==> src/rtl/nbit_down_timer_if.sv <==
// Load handshake, run control and status bundle for nbit_down_timer.
// The master drives load and control; the slave (the timer) drives status.
interface nbit_down_timer_if #(
   parameter int CNT_WIDTH = 8,
   parameter int RLD_WIDTH = 4
);
   logic                 load_valid;
   logic [CNT_WIDTH-1:0] load_value;
   logic                 load_ready;
   logic                 start;
   logic                 pause;
   logic                 abort;
   logic                 auto_reload;
   logic [CNT_WIDTH-1:0] counter;
   logic                 busy;
   logic                 done;
   logic [RLD_WIDTH-1:0] reload_cnt;

   modport master (
      output load_valid,
      output load_value,
      output start,
      output pause,
      output abort,
      output auto_reload,
      input  load_ready,
      input  counter,
      input  busy,
      input  done,
      input  reload_cnt
   );

   modport slave (
      input  load_valid,
      input  load_value,
      input  start,
      input  pause,
      input  abort,
      input  auto_reload,
      output load_ready,
      output counter,
      output busy,
      output done,
      output reload_cnt
   );
endinterface

==> src/rtl/nbit_down_timer.sv <==
// Loadable down-counting timer with one-cycle expiry pulse and optional auto-reload.
// Edge priority is abort > load > start > count; all outputs come from registers or state.
module nbit_down_timer #(
   parameter int CNT_WIDTH = 8,
   parameter int RLD_WIDTH = 4
) (
   input  logic             clk,
   input  logic             reset,
   nbit_down_timer_if.slave tmr
);

   typedef enum logic [1:0] {
      ST_IDLE  = 2'd0,
      ST_ARMED = 2'd1,
      ST_RUN   = 2'd2
   } state_t;

   localparam logic [CNT_WIDTH-1:0] CNT_ZERO = {CNT_WIDTH{1'b0}};
   localparam logic [CNT_WIDTH-1:0] CNT_ONE  = {{(CNT_WIDTH-1){1'b0}}, 1'b1};
   localparam logic [RLD_WIDTH-1:0] RLD_ZERO = {RLD_WIDTH{1'b0}};
   localparam logic [RLD_WIDTH-1:0] RLD_ONE  = {{(RLD_WIDTH-1){1'b0}}, 1'b1};
   localparam logic [RLD_WIDTH-1:0] RLD_MAX  = {RLD_WIDTH{1'b1}};

   state_t               state_r;
   state_t               state_s;
   logic [CNT_WIDTH-1:0] counter_r;
   logic [CNT_WIDTH-1:0] counter_s;
   logic [CNT_WIDTH-1:0] reload_reg_r;
   logic [CNT_WIDTH-1:0] reload_reg_s;
   logic [RLD_WIDTH-1:0] reload_cnt_r;
   logic [RLD_WIDTH-1:0] reload_cnt_s;
   logic                 done_r;
   logic                 done_s;
   logic                 load_acc_s;

   // Reload-event count sticks at all-ones instead of wrapping.
   function automatic logic [RLD_WIDTH-1:0] sat_inc(input logic [RLD_WIDTH-1:0] value);
      if (value == RLD_MAX) begin
         sat_inc = value;
      end else begin
         sat_inc = value + RLD_ONE;
      end
   endfunction

   // State and datapath registers.
   always_ff @(posedge clk or posedge reset) begin
      if (reset) begin
         state_r      <= ST_IDLE;
         counter_r    <= CNT_ZERO;
         reload_reg_r <= CNT_ZERO;
         reload_cnt_r <= RLD_ZERO;
         done_r       <= 1'b0;
      end else begin
         state_r      <= state_s;
         counter_r    <= counter_s;
         reload_reg_r <= reload_reg_s;
         reload_cnt_r <= reload_cnt_s;
         done_r       <= done_s;
      end
   end

   // Next-state and datapath decode.
   always_comb begin
      state_s      = state_r;
      counter_s    = counter_r;
      reload_reg_s = reload_reg_r;
      reload_cnt_s = reload_cnt_r;
      done_s       = 1'b0;
      load_acc_s   = tmr.load_valid & (state_r != ST_RUN);

      if (tmr.abort) begin
         // reload_reg deliberately survives an abort
         state_s      = ST_IDLE;
         counter_s    = CNT_ZERO;
         reload_cnt_s = RLD_ZERO;
      end else if (load_acc_s) begin
         state_s      = ST_ARMED;
         counter_s    = tmr.load_value;
         reload_reg_s = tmr.load_value;
         reload_cnt_s = RLD_ZERO;
      end else begin
         case (state_r)
            ST_IDLE: begin
               state_s = ST_IDLE;
            end
            ST_ARMED: begin
               if (tmr.start) begin
                  state_s = ST_RUN;
               end else begin
                  state_s = ST_ARMED;
               end
            end
            ST_RUN: begin
               if (tmr.pause) begin
                  state_s = ST_RUN;
               end else if (counter_r != CNT_ZERO) begin
                  counter_s = counter_r - CNT_ONE;
               end else begin
                  // zero point: expiry pulse, then reload or stop
                  done_s = 1'b1;
                  if (tmr.auto_reload) begin
                     counter_s    = reload_reg_r;
                     reload_cnt_s = sat_inc(reload_cnt_r);
                     state_s      = ST_RUN;
                  end else begin
                     counter_s = CNT_ZERO;
                     state_s   = ST_IDLE;
                  end
               end
            end
            default: begin
               state_s   = ST_IDLE;
               counter_s = CNT_ZERO;
            end
         endcase
      end
   end

   assign tmr.counter    = counter_r;
   assign tmr.reload_cnt = reload_cnt_r;
   assign tmr.done       = done_r;
   assign tmr.busy       = (state_r == ST_RUN);
   assign tmr.load_ready = (state_r != ST_RUN);

endmodule

==> src/flat_wrapper.sv <==
// flat-port wrapper written by rule: the top's interface ports become plain ports
module nbit_down_timer_flat 
#(
   parameter int CNT_WIDTH = 8,
   parameter int RLD_WIDTH = 4
)
  (clk, reset, tmr_load_valid, tmr_load_value, tmr_start, tmr_pause, tmr_abort, tmr_auto_reload, tmr_load_ready, tmr_counter, tmr_busy, tmr_done, tmr_reload_cnt);
  nbit_down_timer_if #(.CNT_WIDTH(CNT_WIDTH), .RLD_WIDTH(RLD_WIDTH)) tmr_i ();
  input  logic clk;
  input  logic reset;
  input wire logic [$bits(tmr_i.load_valid)-1:0] tmr_load_valid;
  input wire logic [$bits(tmr_i.load_value)-1:0] tmr_load_value;
  input wire logic [$bits(tmr_i.start)-1:0] tmr_start;
  input wire logic [$bits(tmr_i.pause)-1:0] tmr_pause;
  input wire logic [$bits(tmr_i.abort)-1:0] tmr_abort;
  input wire logic [$bits(tmr_i.auto_reload)-1:0] tmr_auto_reload;
  output wire logic [$bits(tmr_i.load_ready)-1:0] tmr_load_ready;
  output wire logic [$bits(tmr_i.counter)-1:0] tmr_counter;
  output wire logic [$bits(tmr_i.busy)-1:0] tmr_busy;
  output wire logic [$bits(tmr_i.done)-1:0] tmr_done;
  output wire logic [$bits(tmr_i.reload_cnt)-1:0] tmr_reload_cnt;
  assign tmr_i.load_valid = tmr_load_valid;
  assign tmr_i.load_value = tmr_load_value;
  assign tmr_i.start = tmr_start;
  assign tmr_i.pause = tmr_pause;
  assign tmr_i.abort = tmr_abort;
  assign tmr_i.auto_reload = tmr_auto_reload;
  assign tmr_load_ready = tmr_i.load_ready;
  assign tmr_counter = tmr_i.counter;
  assign tmr_busy = tmr_i.busy;
  assign tmr_done = tmr_i.done;
  assign tmr_reload_cnt = tmr_i.reload_cnt;
  nbit_down_timer #(.CNT_WIDTH(CNT_WIDTH), .RLD_WIDTH(RLD_WIDTH)) u_core (.clk(clk), .reset(reset), .tmr(tmr_i));
endmodule
==> config.mk <==
export PLATFORM = sky130hd
export DESIGN_NAME = nbit_down_timer_flat
export DESIGN_NICKNAME = d
export VERILOG_FILES = /design/src/rtl/nbit_down_timer_if.sv /design/src/rtl/nbit_down_timer.sv /design/src/flat_wrapper.sv
export SDC_FILE = /design/constraint.sdc
export NUM_CORES = 1
export LEC_CHECK = 0
export CAP_MARGIN = 10
export CORE_MARGIN = 10
export CORE_UTILIZATION = 47
export CTS_BUF_LIST = sky130_fd_sc_hd__clkbuf_4 sky130_fd_sc_hd__clkbuf_8
export CTS_CLUSTER_DIAMETER = 100
export DETAILED_ROUTE_END_ITERATION = 16
export HOLD_SLACK_MARGIN = 0.15
export PLACE_DENSITY = 0.77
export SYNTH_ARGS = -nofsm -noshare
export SYNTH_HDL_FRONTEND = slang
export SYNTH_SLANG_ARGS = --single-unit
==> constraint.sdc <==
create_clock -name clk -period 1.6 [get_ports clk]
set_input_delay 0.4 -clock clk [delete_from_list [all_inputs] [get_ports clk]]
set_output_delay 0.4 -clock clk [all_outputs]
set_load 0.02 [all_outputs]
==> flow_metrics.env <==
export IMPL_rows=20
export IMPL_critPathKind="flop to flop"
export IMPL_die_y_um=75.4
export IMPL_firstDrtPassIters=4
export IMPL_synth_area_leaders="dfrtp_1, nand2_1, ha_1"
export IMPL_status="finished with violations"
export IMPL_power_density_nw_per_um2=683
export IMPL_synth_main_ff_cell="dfrtp_1"
export IMPL_slew_headroom=0.759
export IMPL_clock_sinks=23
export IMPL_worstPathArrival_ns=2.07
export IMPL_htreeDepth=1
export IMPL_drive_gt1_frac=0.372
export IMPL_numCtsBuffers=3
export IMPL_yosysTopAreaCell="dfrtp_1"
export IMPL_die_w_um=75.4
export IMPL_initial_core_util=0.480
export IMPL_reg2reg_depth=6
export IMPL_synth_nets=186
export IMPL_finalInstanceArea_um2=2190
export IMPL_grt_pass1_wl_um=7760
export IMPL_yosysMostFrequentCell="nand2_1"
export IMPL_postRouteAntennaNets=0
export IMPL_dpl_cell_area_um2=2020
export IMPL_p_leak_nw=1.02
export IMPL_portBuffers=29
export IMPL_synth_top_area_share=0.400
export IMPL_synth_commonest_cells="nand2_1, dfrtp_1, nor2_1"
export IMPL_diodes=0
export IMPL_ff2ff_setup_slack_ns=-0.22
export IMPL_rsz0062_at_grt="true"
export IMPL_slew_violations=0
export IMPL_start_kind="flop"
export IMPL_drc_errors=0
export IMPL_synth_edf_count=0
export IMPL_ctsHoldBuffers=0
export IMPL_hold_viol=0
export IMPL_required_ns=1.85
export IMPL_post_route_period_util=1.14
export IMPL_fp_dieArea_um2=5680
export IMPL_netlist_area_um2=1440
export IMPL_synth_cell_types=41
export IMPL_dp_hpwl_um=3300
export IMPL_finalWirelength_um=4820
export IMPL_layout_nets=249
export IMPL_drv_cap=0
export IMPL_grt_pass1_vias=1593
export IMPL_synth_area_per_cell_um2=8.78
export IMPL_cts_tree="yes"
export IMPL_fin_ws_ns=-0.219
export IMPL_antenna_found_initial=0
export IMPL_cp_max_fo=7
export IMPL_pin_count=30
export IMPL_ir_drop_uv=460
export IMPL_core_area_um2=3000
export IMPL_ctsRootBufferMaster="clkbuf_4"
export IMPL_clock_path_buffers=2
export IMPL_setup_viol=14
export IMPL_routedWlPerCell_um=18.6
export IMPL_max_freq_mhz=550
export IMPL_setup_worst_path_end_class="flop"
export IMPL_syn_inst=164
export IMPL_tightestPinTransition_ns=0.361
export IMPL_failed_checks="negative setup slack"
export IMPL_finish_utilization=0.728
export IMPL_ys_warnings_count=0
export IMPL_period_needed_ns=1.82
export IMPL_vias=1563
export IMPL_power_mw=1.49
export IMPL_grt_max_degree=24
export IMPL_r2r_end="u_core.tmr.counter[3]"
export IMPL_worst_clock_skew_ns=0.00555
export IMPL_grt_ovfl_total=0
export IMPL_viasPerCell=6.03
export IMPL_reg2reg_from="u_core.tmr.counter[0]"
export IMPL_ys_seq_elements=23
export IMPL_clkTransAtPathRegs_ns=0.14
export IMPL_synthArstFlopShare=1.00
export IMPL_fin_setup_tns_ns=-1.68
export IMPL_ys_seq_area_frac=0.400
export IMPL_routabilityCongestion=0.970
export IMPL_drtIter0Drc=175
export IMPL_hold_path_class="primary input to asynchronous set/reset pin"
export IMPL_syn2layout_area_growth_pct=51.9
export IMPL_grt_use_total=0.177
export IMPL_clk_latency_ns=0.32
worst max-delay path, cell delays in order, from the launching register on:
cell and delay (ns):
dfrtp_2 0.43, inv_2 0.08, ha_4 0.16, or4b_4 0.59, nor3_4 0.17, nand3_1 0.13, a31oi_1 0.19
how the worst max path moves through the flow:
stage,from,end,slack (ns),depth (start not counted)
6_report,u_core.tmr.counter[0],u_core.tmr.counter[3],-0.22,6
5_1_grt,u_core.tmr.counter[0],u_core.tmr.counter[3],-0.29,6
4_1_cts,u_core.tmr.counter[0],u_core.tmr.counter[3],-0.17,6
3_5_place_dp,tmr_abort,u_core.tmr.counter[6],-0.32,7
3_3_place_gp,tmr_abort,u_core.tmr.counter[3],-0.26,5
2_1_floorplan,u_core.tmr.counter[1],u_core.tmr.counter[3],-0.19,7
kinds of logic after synthesis:
group,count (synthesis),share of synthesized area
XOR/XNOR,2,0.0122
flip-flops,23,0.400
AND/OR/NAND/NOR,77,0.289
multiplexers,5,0.0348
buffers and inverters,15,0.0426
adder cells (fa/ha/maj),7,0.0608
AO/OA/AOI/OAI,35,0.161
per-layer routing:
layer	part of all wire	global-route usage
met1	0.38	0.208
met2	0.49	0.308
met3	0.095	0.0339
met4	0.034	0.0742
met5	0	0
what timing repair did:
item | in CTS | in global routing
gates resized for setup | 49 | 26
setup endpoints to repair | 28 | 23
setup buffers | 4 | 2
pin swaps | 10 | 9
cell type report:
class                   instances  area [um2]
fillers                       235         816
repair buffers                 65         557
inverters                       8        30.0
well taps                      33        41.3
clock buffers                   3        22.5
multi-input cells             126         950
clock inverters                 1        5.00
flip-flops and latches         23         582
placed cells by master, fill, tap and decap left out, types with 2 or more instances in the layout:
cell type	count
nand2_1	29
a21oi_1	3
nor3_4	3
a21oi_2	2
nor2_1	16
buf_4	31
a32oi_1	2
nand2b_1	2
dfrtp_2	5
dfrtp_1	18
buf_2	3
clkbuf_2	2
ha_1	3
nor2b_1	2
nand3_1	6
or3_4	3
inv_2	5
ha_4	3
inv_1	3
nor3_2	2
mux2i_1	5
o21ai_1	7
clkdlybuf4s50_1	14
dlygate4sd2_1	7
a31oi_1	10
clkbuf_4	3
buf_6	6
flip-flops by register name (all words and copies together) (netlist names):
name / count
u_core.tmr.reload_cnt: 4
u_core.state_r: 2
u_core.reload_reg_r: 8
u_core.tmr.done: 1
u_core.tmr.counter: 8
power breakdown:
group          switching (mW)  internal [mW]  total (mW)
Combinational           0.295          0.254       0.549
Clock                   0.190         0.0937       0.284
Sequential             0.0345          0.627       0.662
Total                   0.520          0.975        1.49
metrics by stage:
step           hold slack, ns  setup WS [ns]  std cells
4_1_cts                 0.422         -0.169        258
3_5_place_dp            0.467         -0.320        250
3_3_place_gp            0.462         -0.256        250
2_1_floorplan           0.402         -0.192        164
6_report                0.406         -0.219        259
5_1_grt                 0.413         -0.285        259
Power figures use the tool's default switching activity.
